[src/rtl/irq_dispatch_seq_pkg.sv]
// Shared types and constants for the SM83 interrupt dispatch sequencer.
// Optional feature macro used by the design: IRQ_CANCEL_QUIRK_EN.
package irq_dispatch_seq_pkg;

    typedef enum logic [2:0] {
        IDLE    = 3'd0,
        WAIT0   = 3'd1,
        WAIT1   = 3'd2,
        PUSH_HI = 3'd3,
        PUSH_LO = 3'd4,
        JUMP    = 3'd5
    } irq_state_t;

    localparam int IRQ_VBLANK = 0;
    localparam int IRQ_LCD    = 1;
    localparam int IRQ_TIMER  = 2;
    localparam int IRQ_SERIAL = 3;
    localparam int IRQ_JOYPAD = 4;

    localparam int          N_IRQ_DEF      = 5;
    localparam logic [15:0] IRQ_VEC_BASE   = 16'h0040;
    localparam int          IRQ_VEC_STRIDE = 8;

    function automatic logic [15:0] irq_vec(input logic [15:0] base, input int stride,
                                            input int idx);
        return base + 16'(stride * idx);
    endfunction

endpackage

[src/rtl/irq_dispatch_seq_if.sv]
// Bus write port used by the dispatch sequencer to push PC onto the stack.
// Handshake: mem_req/mem_addr/mem_wdata are held stable until a cycle where mem_ack is
// also high; the write is accepted on that rising edge and the master may then move on.
interface irq_dispatch_seq_if;
    logic        mem_req;
    logic [15:0] mem_addr;
    logic [7:0]  mem_wdata;
    logic        mem_ack;

    modport master (output mem_req, output mem_addr, output mem_wdata, input mem_ack);
    modport slave  (input mem_req, input mem_addr, input mem_wdata, output mem_ack);
endinterface

[src/rtl/irq_dispatch_seq_prio_enc.sv]
// Lowest-set-bit priority encoder (bit 0 wins); also used by the HALT wake logic.
module irq_prio_enc #(
    parameter int N     = 5,
    parameter int IDX_W = 3
) (
    input  logic [N-1:0]     i_req,
    output logic             o_valid,
    output logic [IDX_W-1:0] o_idx
);

    always_comb begin
        o_valid = |i_req;
        o_idx   = '0;
        for (int i = N - 1; i >= 0; i--) begin
            if (i_req[i]) o_idx = IDX_W'(i);
        end
    end

endmodule

[src/rtl/irq_dispatch_seq.sv]
// SM83 interrupt dispatch: push PC (high then low byte), then jump to the vector.
// Build macro IRQ_CANCEL_QUIRK_EN re-samples pending IRQs after the high-byte push.
module irq_dispatch_seq
    import irq_dispatch_seq_pkg::*;
#(
    parameter int          N_IRQ      = N_IRQ_DEF,
    parameter logic [15:0] VEC_BASE   = IRQ_VEC_BASE,
    parameter int          VEC_STRIDE = IRQ_VEC_STRIDE
) (
    input  logic               clk,
    input  logic               rst,
    input  logic               i_boundary,
    input  logic               i_ime,
    input  logic [N_IRQ-1:0]   i_ie_q,
    input  logic [N_IRQ-1:0]   i_if_q,
    input  logic [15:0]        i_r_pc,
    input  logic [15:0]        i_r_sp,
    output logic               o_busy,
    output logic               o_wake,
    output logic               o_ime_clr,
    output logic [N_IRQ-1:0]   o_if_clr,
    output logic               o_wen_pc,
    output logic [15:0]        o_w_pc,
    output logic               o_wen_sp,
    output logic [15:0]        o_w_sp,
    output logic               o_done,
    output irq_state_t         o_state,
    irq_dispatch_seq_if.master bus
);

    localparam int IDX_W = (N_IRQ > 1) ? $clog2(N_IRQ) : 1;

    logic [N_IRQ-1:0] w_pend;
    logic             w_pend_valid;
    logic [IDX_W-1:0] w_pend_idx;
    logic             w_jump_valid;
    logic [IDX_W-1:0] w_jump_idx;
    logic [N_IRQ-1:0] w_jump_onehot;
    logic [15:0]      w_jump_pc;

    irq_state_t       r_state;
    logic [IDX_W-1:0] r_idx;
    logic [15:0]      r_pc_q;
    logic             r_busy;
    logic             r_ime_clr;
    logic [N_IRQ-1:0] r_if_clr;
    logic             r_wen_pc;
    logic [15:0]      r_w_pc;
    logic             r_wen_sp;
    logic [15:0]      r_w_sp;
    logic             r_done;
    logic             r_mem_req;
    logic [15:0]      r_mem_addr;
    logic [7:0]       r_mem_wdata;
`ifdef IRQ_CANCEL_QUIRK_EN
    logic             r_resample;
    logic             r_cancel;
`endif

    assign w_pend = i_ie_q & i_if_q;
    assign o_wake = |w_pend;

    irq_prio_enc #(.N(N_IRQ), .IDX_W(IDX_W)) u_prio_enc (
        .i_req   (w_pend),
        .o_valid (w_pend_valid),
        .o_idx   (w_pend_idx)
    );

    // The jump target comes from the index latched at accept, or, with the quirk, from
    // a re-sample taken in the first PUSH_LO cycle once the high-byte push has landed.
    always_comb begin
`ifdef IRQ_CANCEL_QUIRK_EN
        w_jump_valid = r_resample ? w_pend_valid : !r_cancel;
        w_jump_idx   = r_resample ? w_pend_idx : r_idx;
`else
        w_jump_valid = 1'b1;
        w_jump_idx   = r_idx;
`endif
        w_jump_onehot = w_jump_valid ? (N_IRQ'(1) << w_jump_idx) : '0;
        w_jump_pc     = w_jump_valid ? irq_vec(VEC_BASE, VEC_STRIDE, int'(w_jump_idx))
                                     : 16'h0000;
    end

    always_ff @(posedge clk) begin
        if (rst) begin
            r_state     <= IDLE;
            r_idx       <= '0;
            r_pc_q      <= '0;
            r_busy      <= 1'b0;
            r_ime_clr   <= 1'b0;
            r_if_clr    <= '0;
            r_wen_pc    <= 1'b0;
            r_w_pc      <= '0;
            r_wen_sp    <= 1'b0;
            r_w_sp      <= '0;
            r_done      <= 1'b0;
            r_mem_req   <= 1'b0;
            r_mem_addr  <= '0;
            r_mem_wdata <= '0;
`ifdef IRQ_CANCEL_QUIRK_EN
            r_resample  <= 1'b0;
            r_cancel    <= 1'b0;
`endif
        end else begin
            r_ime_clr <= 1'b0;
            r_if_clr  <= '0;
            r_wen_pc  <= 1'b0;
            r_wen_sp  <= 1'b0;
            r_done    <= 1'b0;
            case (r_state)
                IDLE: begin
                    if (i_boundary && i_ime && w_pend_valid) begin
                        r_state   <= WAIT0;
                        r_idx     <= w_pend_idx;
                        r_pc_q    <= i_r_pc;
                        r_ime_clr <= 1'b1;
                        r_busy    <= 1'b1;
`ifdef IRQ_CANCEL_QUIRK_EN
                        r_resample <= 1'b0;
                        r_cancel   <= 1'b0;
`endif
                    end
                end
                WAIT0: r_state <= WAIT1;
                WAIT1: begin
                    r_state     <= PUSH_HI;
                    r_mem_req   <= 1'b1;
                    r_mem_addr  <= i_r_sp - 16'd1;
                    r_mem_wdata <= r_pc_q[15:8];
                end
                PUSH_HI: begin
                    if (bus.mem_ack) begin
                        r_state     <= PUSH_LO;
                        r_wen_sp    <= 1'b1;
                        r_w_sp      <= r_mem_addr;
                        r_mem_addr  <= r_mem_addr - 16'd1;
                        r_mem_wdata <= r_pc_q[7:0];
`ifdef IRQ_CANCEL_QUIRK_EN
                        r_resample  <= 1'b1;
`endif
                    end
                end
                PUSH_LO: begin
`ifdef IRQ_CANCEL_QUIRK_EN
                    if (r_resample) begin
                        r_resample <= 1'b0;
                        r_idx      <= w_pend_idx;
                        r_cancel   <= !w_pend_valid;
                    end
`endif
                    if (bus.mem_ack) begin
                        r_state     <= JUMP;
                        r_wen_sp    <= 1'b1;
                        r_w_sp      <= r_mem_addr;
                        r_mem_req   <= 1'b0;
                        r_mem_addr  <= '0;
                        r_mem_wdata <= '0;
                        r_wen_pc    <= 1'b1;
                        r_w_pc      <= w_jump_pc;
                        r_if_clr    <= w_jump_onehot;
                        r_done      <= 1'b1;
                    end
                end
                JUMP: begin
                    r_state <= IDLE;
                    r_busy  <= 1'b0;
                end
                default: begin
                    r_state <= IDLE;
                    r_busy  <= 1'b0;
                end
            endcase
        end
    end

    assign o_busy        = r_busy;
    assign o_ime_clr     = r_ime_clr;
    assign o_if_clr      = r_if_clr;
    assign o_wen_pc      = r_wen_pc;
    assign o_w_pc        = r_w_pc;
    assign o_wen_sp      = r_wen_sp;
    assign o_w_sp        = r_w_sp;
    assign o_done        = r_done;
    assign o_state       = r_state;
    assign bus.mem_req   = r_mem_req;
    assign bus.mem_addr  = r_mem_addr;
    assign bus.mem_wdata = r_mem_wdata;

endmodule
[src/flat_wrapper.sv]
// flat-port wrapper written by rule: the top's interface ports become plain ports
module irq_dispatch_seq_flat import irq_dispatch_seq_pkg::*;
#(
    parameter int          N_IRQ      = N_IRQ_DEF,
    parameter logic [15:0] VEC_BASE   = IRQ_VEC_BASE,
    parameter int          VEC_STRIDE = IRQ_VEC_STRIDE
)
  (clk, rst, i_boundary, i_ime, i_ie_q, i_if_q, i_r_pc, i_r_sp, o_busy, o_wake, o_ime_clr, o_if_clr, o_wen_pc, o_w_pc, o_wen_sp, o_w_sp, o_done, o_state, bus_mem_req, bus_mem_addr, bus_mem_wdata, bus_mem_ack);
  irq_dispatch_seq_if bus_i ();
  input  logic clk;
  input  logic rst;
  input  logic i_boundary;
  input  logic i_ime;
  input  logic [N_IRQ-1:0] i_ie_q;
  input  logic [N_IRQ-1:0] i_if_q;
  input  logic [15:0] i_r_pc;
  input  logic [15:0] i_r_sp;
  output logic o_busy;
  output logic o_wake;
  output logic o_ime_clr;
  output logic [N_IRQ-1:0] o_if_clr;
  output logic o_wen_pc;
  output logic [15:0] o_w_pc;
  output logic o_wen_sp;
  output logic [15:0] o_w_sp;
  output logic o_done;
  output irq_state_t o_state;
  output wire logic [$bits(bus_i.mem_req)-1:0] bus_mem_req;
  output wire logic [$bits(bus_i.mem_addr)-1:0] bus_mem_addr;
  output wire logic [$bits(bus_i.mem_wdata)-1:0] bus_mem_wdata;
  input wire logic [$bits(bus_i.mem_ack)-1:0] bus_mem_ack;
  assign bus_mem_req = bus_i.mem_req;
  assign bus_mem_addr = bus_i.mem_addr;
  assign bus_mem_wdata = bus_i.mem_wdata;
  assign bus_i.mem_ack = bus_mem_ack;
  irq_dispatch_seq #(.N_IRQ(N_IRQ), .VEC_BASE(VEC_BASE), .VEC_STRIDE(VEC_STRIDE)) u_core (.clk(clk), .rst(rst), .i_boundary(i_boundary), .i_ime(i_ime), .i_ie_q(i_ie_q), .i_if_q(i_if_q), .i_r_pc(i_r_pc), .i_r_sp(i_r_sp), .o_busy(o_busy), .o_wake(o_wake), .o_ime_clr(o_ime_clr), .o_if_clr(o_if_clr), .o_wen_pc(o_wen_pc), .o_w_pc(o_w_pc), .o_wen_sp(o_wen_sp), .o_w_sp(o_w_sp), .o_done(o_done), .o_state(o_state), .bus(bus_i));
endmodule
[config.mk]
export PLATFORM = sky130hd
export DESIGN_NAME = irq_dispatch_seq_flat
export DESIGN_NICKNAME = d
export VERILOG_FILES = /design/src/rtl/irq_dispatch_seq_pkg.sv /design/src/rtl/irq_dispatch_seq_if.sv /design/src/rtl/irq_dispatch_seq_prio_enc.sv /design/src/rtl/irq_dispatch_seq.sv /design/src/flat_wrapper.sv
export SDC_FILE = /design/constraint.sdc
export NUM_CORES = 1
export LEC_CHECK = 0
export BUFFER_PORTS_ARGS = -buffer_cell sky130_fd_sc_hd__clkbuf_2
export CAP_MARGIN = 20
export CORE_ASPECT_RATIO = 1.5
export CORE_MARGIN = 3
export CORE_UTILIZATION = 55
export DETAILED_ROUTE_END_ITERATION = 8
export GPL_TIMING_DRIVEN = 0
export PLACE_DENSITY = 0.86
export SETUP_SLACK_MARGIN = 0.3
export SYNTH_ARGS = -nofsm -noshare
export SYNTH_HDL_FRONTEND = slang
export SYNTH_HIERARCHICAL = 1
export SYNTH_SLANG_ARGS = --single-unit
export TNS_END_PERCENT = 50
[constraint.sdc]
create_clock -name clk -period 4.4 [get_ports clk]
set_input_delay 0.88 -clock clk [delete_from_list [all_inputs] [get_ports clk]]
set_output_delay 0.88 -clock clk [all_outputs]
set_load 0.02 [all_outputs]
-- Word level (Yosys, flattened, before mapping)
Cells that the tools add are included.
- $add $sub $neg: 3
- $mul: 0
- divide/modulo/power cells: 0
- $lt $le $gt $ge: 0
- equal/unequal tests: 7
- shift-type cells: 1
- muxes and demuxes: 21
- bitwise operators: 6
- reductions and logical operators: 19
- operators with widths (kind ; number):
    $pmux 16 s3 ; 1
    $mux 16 ; 2
    $sub 16x1->16 const B ; 2
    $mux 3 ; 8
    $pmux 8 s3 ; 1
    $mux 8 ; 2
    $pmux 3 s5 ; 1
    $reduce_and 2->1 ; 5
    $add 7x6->8 const A ; 1
    $reduce_or 2->1 ; 4
    $eq 3x2->1 const B ; 2
    $reduce_and 3->1 ; 2
    $and 5x5->5 ; 1
    $not 1->1 ; 5
    $reduce_or 5->1 ; 1
    $shl 1x3->5 const A ; 1
    $mux 1 ; 4
    $ne 2x2->1 const B ; 2
    $pmux 1 s2 ; 2
    $reduce_or 4->1 ; 1
    $eq 3x1->1 const B ; 1
    $eq 3x3->1 const B ; 1
    $logic_not 3->1 ; 1
    $reduce_bool 3->1 ; 1
    other kinds (4) ; 5
- bits in registers: 88
- bits in latches: 0
- RAM bits: 0
- memory bits (read-only): 0
- bits of input ports: 47
- memories kept: 0

-- Depth between registers and ports, before layout
- word-level depth: 6
- gate-level depth with buffers: 11

-- Cells and area by module
The synthesis kept the hierarchy.
- by module, submodules not included (module ; instances ; cells an instance ; area each (um^2) ; sequential area each (um^2)):
    irq_dispatch_seq ; 1 ; 472 ; 3616.0 ; 1521.5
    irq_prio_enc ; 1 ; 8 ; 48.8 ; 0.0

-- Worst setup path after synthesis
OpenSTA, ideal clock, no wires.
- path kind: register -> register
- start point: register u_core.r_state[2] (netlist: u_core/o_state[2])
- end point: register u_core.r_mem_addr[12] (netlist: u_core/bus.mem_addr[12])
- setup time: 117 ps
- arrival: 2633 ps
- path slack: 1651 ps
- stages on the path, launching flop included: 12
- cells stage by stage: dfxtp_1 > buf_6 > nand3b_4 > clkbuf_1 > buf_2 > mux2i_1 > ha_1 > inv_1 > a221oi_4 > o2111ai_1 > xor2_1 > a22o_1
- longest elaborated chain between the ends: 3
- elaborated cells on any way between the ends: 8
- RTL lines (element ; line ; source):
    start, declared ; irq_dispatch_seq.sv:41 ; irq_state_t r_state;
    start signal, assigned ; irq_dispatch_seq.sv:86 ; r_state <= IDLE;
    start signal, assigned ; irq_dispatch_seq.sv:113 ; r_state <= WAIT0;
    start signal, assigned ; irq_dispatch_seq.sv:124 ; WAIT0: r_state <= WAIT1;
    $eq 3x3->1 or $eq 3x2->1 (tied branches) ; irq_dispatch_seq.sv:110 ; case (r_state)
    $ne 2x2->1 (no line) or $reduce_bool 3->1 (tied branches) ; n/a ;
    $reduce_and 3->1 (no line) ; n/a ;
    end signal, assigned ; irq_dispatch_seq.sv:128 ; r_mem_addr <= i_r_sp - 16'd1;
    end signal, assigned ; irq_dispatch_seq.sv:136 ; r_mem_addr <= r_mem_addr - 16'd1;
    end, declared ; irq_dispatch_seq.sv:53 ; logic [15:0] r_mem_addr;
Several ways; a longest one is shown, not always the timed one.
A chain may end at the register's enable or synchronous reset.

-- Worst setup path in the final report
- start point: register u_core.r_state[2] (netlist: u_core/o_state[2])
- end point: register u_core.r_mem_addr[14] (netlist: u_core/bus.mem_addr[14])
Same word-level chain as after synthesis.

==> results.yml <==
place:
  io_buffers: 105
  dp_hpwl_um: 7790
  gp_congestion: 0.923
  placed_cells: 670
pwr:
  p_leak_nw: 1.94
  internal-power_mw: 1.11
  pwr-share-comb_pct: 14.3
  p_switching_mw: 0.429
  p_clk_share_pct: 37.9
  powerDensity_nw_per_um2: 340
  ir_worst_vdd_mv: 0.270
  swShare_pct: 27.8
  power_frac_seq_pct: 47.8
timing:
  hold_viol_final: 0
  worst_slew_pin_slew_ps: 761
  min_period_over_period_pct: 74.6
  skew_ps: 7.96
  setup_tns_ps: 0
  final_max_slew_viol_count: 0
  setup_viol: 0
  rsz0062_at_grt: "no"
  relSlewSlack_pct: 48.9
  fmax_mhz: 305
  fin_crit_ps: 3280
critical_path:
  critPathSlowestCell: "clkbuf_1"
  crit_fanout: 10
  r2r_setup_slack_ps: 1120
  reg2reg_depth: 11
  crit_family: "buffers and inverters"
  crit_buf_inv: 4
  endpoint: "u_core/bus.mem_addr[14]$_SDFFE_PP0P_"
  r2r_end: "u_core/bus.mem_addr[14]$_SDFFE_PP0P_"
  worstPathCellList: "buf_6 -> nand3b_4 -> clkbuf_1 -> buf_2 -> mux2i_1 -> ha_1 -> inv_1 -> a21oi_1 -> nand2_1 -> or3_1 -> o211ai_1"
  reg2reg_from: "u_core/o_state[2]$_SDFFE_PP0P_"
  critical_path_arrival_ps: 3560
  crit_start: "u_core/o_state[2]$_SDFFE_PP0P_"
  crit_cells: 11
  cpPeakStageDelay_ps: 470
  critPathKind: "reg -> reg"
  crit_path_end_kind: "register"
  cp-start-kind: "register"
  cp.required_ps: 4680
global_route:
  grt_usage_pct: 27.6
  antenna_found_initial: 0
  grt_pass1_wl_um: 16800
  grt-ovfl-total: 0
  grt_max_degree: 14
  grt_pass1_vias: 3668
synthesis:
  yosys_register_bits: 76
  yosys-top-cells-area: "dfxtp_1, nand2_1, a21oi_1"
  synth.avg_cell_area_um2: 7.63
  synthArstFlopShare_pct: 0
  ys_seq_area_share_pct: 41.5
  yosysWarnings: 6
  synth-main-ff-cell: "dfxtp_1"
  synth_cells: 480
  syn_area_um2: 3660
  synth_top_cell_by_area: "dfxtp_1"
  yosysMostFrequentCell: "nand2_1"
  yosysUniqueCellTypes: 51
  synth_top_area_share_pct: 41.5
  synth_enable_flop_cells: 0
  synthTopCellsByCount: "nand2_1, dfxtp_1, a21oi_1"
clock_network:
  cts_tree: "built"
  post_cts_buffers: 0
  clock_latency_ps: 350
  clkSinkCount: 76
  ctsLongestPathBuffers: 2
  cts_root_buf: "clkbuf_8"
  clkTransAtPathRegs_ps: 80
  hold_buffers: 0
  cts_resized: 0
  cts_buffers: 9
  htree_levels: 3
detailed_routing:
  drc: 0
  drtIter0Drc: 304
  wl_um: 10400
  vias: 3875
  drtAntennaViolNets: 0
  post_drt_via_cell_ratio: 5.65
  first_pass_iters: 5
  wire_per_inst_um: 15.2
cells_and_area:
  multi_input_area_um2: 1950
  area_growth_pct: 23.9
  drive_above_1_share_pct: 23.9
  diodes: 0
  finalNonFillerCells: 686
  num-fill-cells: 551
  register_area_um2: 1520
  nets: 655
floorplan:
  io-pin-count: 118
  start_util_pct: 58.1
  die_x_um: 72.7
  dieHeight_um: 106
  dieArea_um2: 7700
  core_um2: 6310
  num_rows: 35
status:
  status: "completed"
worst_hold_path:
  hold_path.class: "reg -> reg"
  hold_start: "u_core/o_w_sp[11]$_SDFFE_PP0P_"
run:
  drv_cap: 0
[flip-flops by register name, summed over array words and instances, names as in the netlist, 3 cells and up]
name                  flops
u_core/bus.mem_addr      16
u_core/r_idx              3
u_core/o_w_sp            16
u_core/o_state            3
u_core/r_pc_q            16
u_core/o_if_clr           5
u_core/bus.mem_wdata      8
u_core/o_w_pc             4
[stage by stage]
step                instance area (um2)  setup WS (ps)  hold WS, ps  power [mW]  util (%)
global route                       4540            869          476        1.60      72.0
finish                             4540           1120          462        1.54      72.0
detailed placement                 4320           1220          449       0.968      68.6
floorplan                          3710           1650          437       0.890         -
global placement                   4320           1300          442       0.963      68.6
CTS                                4540           1180          460        1.54      72.0
[layer usage]
layer	global-route usage, %	up-vias	wire, um
li1	-	1878	-
met1	29.1	1758	3790
met2	48.4	199	5400
met3	6.24	40	784
met4	16.4	0	420
met5	0	-	0
[kinds of logic (layout without fill, tap and decap cells)]
group,after synthesis,count (layout),share of synthesized area [%]
buf+inv,46,167,6.38
mux,6,6,1.67
compound gates,120,120,19.6
simple gates,217,217,27.3
xor+xnor,13,13,3.11
other cells,1,12,0.102
fa+ha+maj,1,1,0.341
flops,76,76,41.5
[power groups by stage]
stage	clock [mW]	combinational [mW]	sequential (mW)
after global routing	0.620	0.241	0.740
after floorplan	0	0.128	0.762
after global placement	0	0.211	0.752
final	0.585	0.220	0.737
after CTS	0.591	0.217	0.736
after detailed placement	0	0.215	0.753
[cells in the final DEF, fill, tap and decap left out, types with 9 or more instances in the layout]
master / netlist / final
nand2_1: 110 / 110
clkbuf_2: 0 / 105
dfxtp_1: 76 / 76
a21oi_1: 64 / 64
nor2_1: 43 / 43
clkbuf_1: 19 / 21
nor3_1: 16 / 16
o21ai_0: 14 / 14
buf_4: 13 / 13
conb_1: 1 / 12
clkbuf_8: 0 / 9
a211oi_1: 9 / 9
xnor2_1: 9 / 9
[layout make-up]
| class | count | area share (%) |
|---|---|---|
| tap | 74 | 2.04 |
| inverter | 8 | 0.662 |
| buffer | 38 | 4.49 |
| clock buffer | 11 | 2.89 |
| clock inverter | 5 | 1.85 |
| sequential | 76 | 33.5 |
| timing repair buffer | 105 | 11.6 |
| multi-input combinational | 369 | 43.0 |
[worst min path at each step]
| stage | end | slack (ps) | cells after the start |
|---|---|---|---|
| floorplan | u_core/r_pc_q[0]$_SDFFE_PP0P_ | 440 | 2 |
| global placement | u_core/o_w_sp[10]$_SDFFE_PP0P_ | 440 | 2 |
| detailed placement | u_core/o_w_sp[8]$_SDFFE_PP0P_ | 450 | 2 |
| CTS | u_core/r_pc_q[4]$_SDFFE_PP0P_ | 460 | 2 |
| global route | u_core/r_pc_q[5]$_SDFFE_PP0P_ | 480 | 2 |
| finish | u_core/o_w_sp[11]$_SDFFE_PP0P_ | 460 | 2 |
[worst register-to-register path, cell delays in order (launching register included)]
cell and delay [ps]:
dfxtp_1 390, buf_6 160, nand3b_4 190, clkbuf_1 470
buf_2 350, mux2i_1 230, ha_1 280, inv_1 120
a21oi_1 420, nand2_1 150, or3_1 340, o211ai_1 100
No activity file was read; power rests on OpenSTA's default activity.
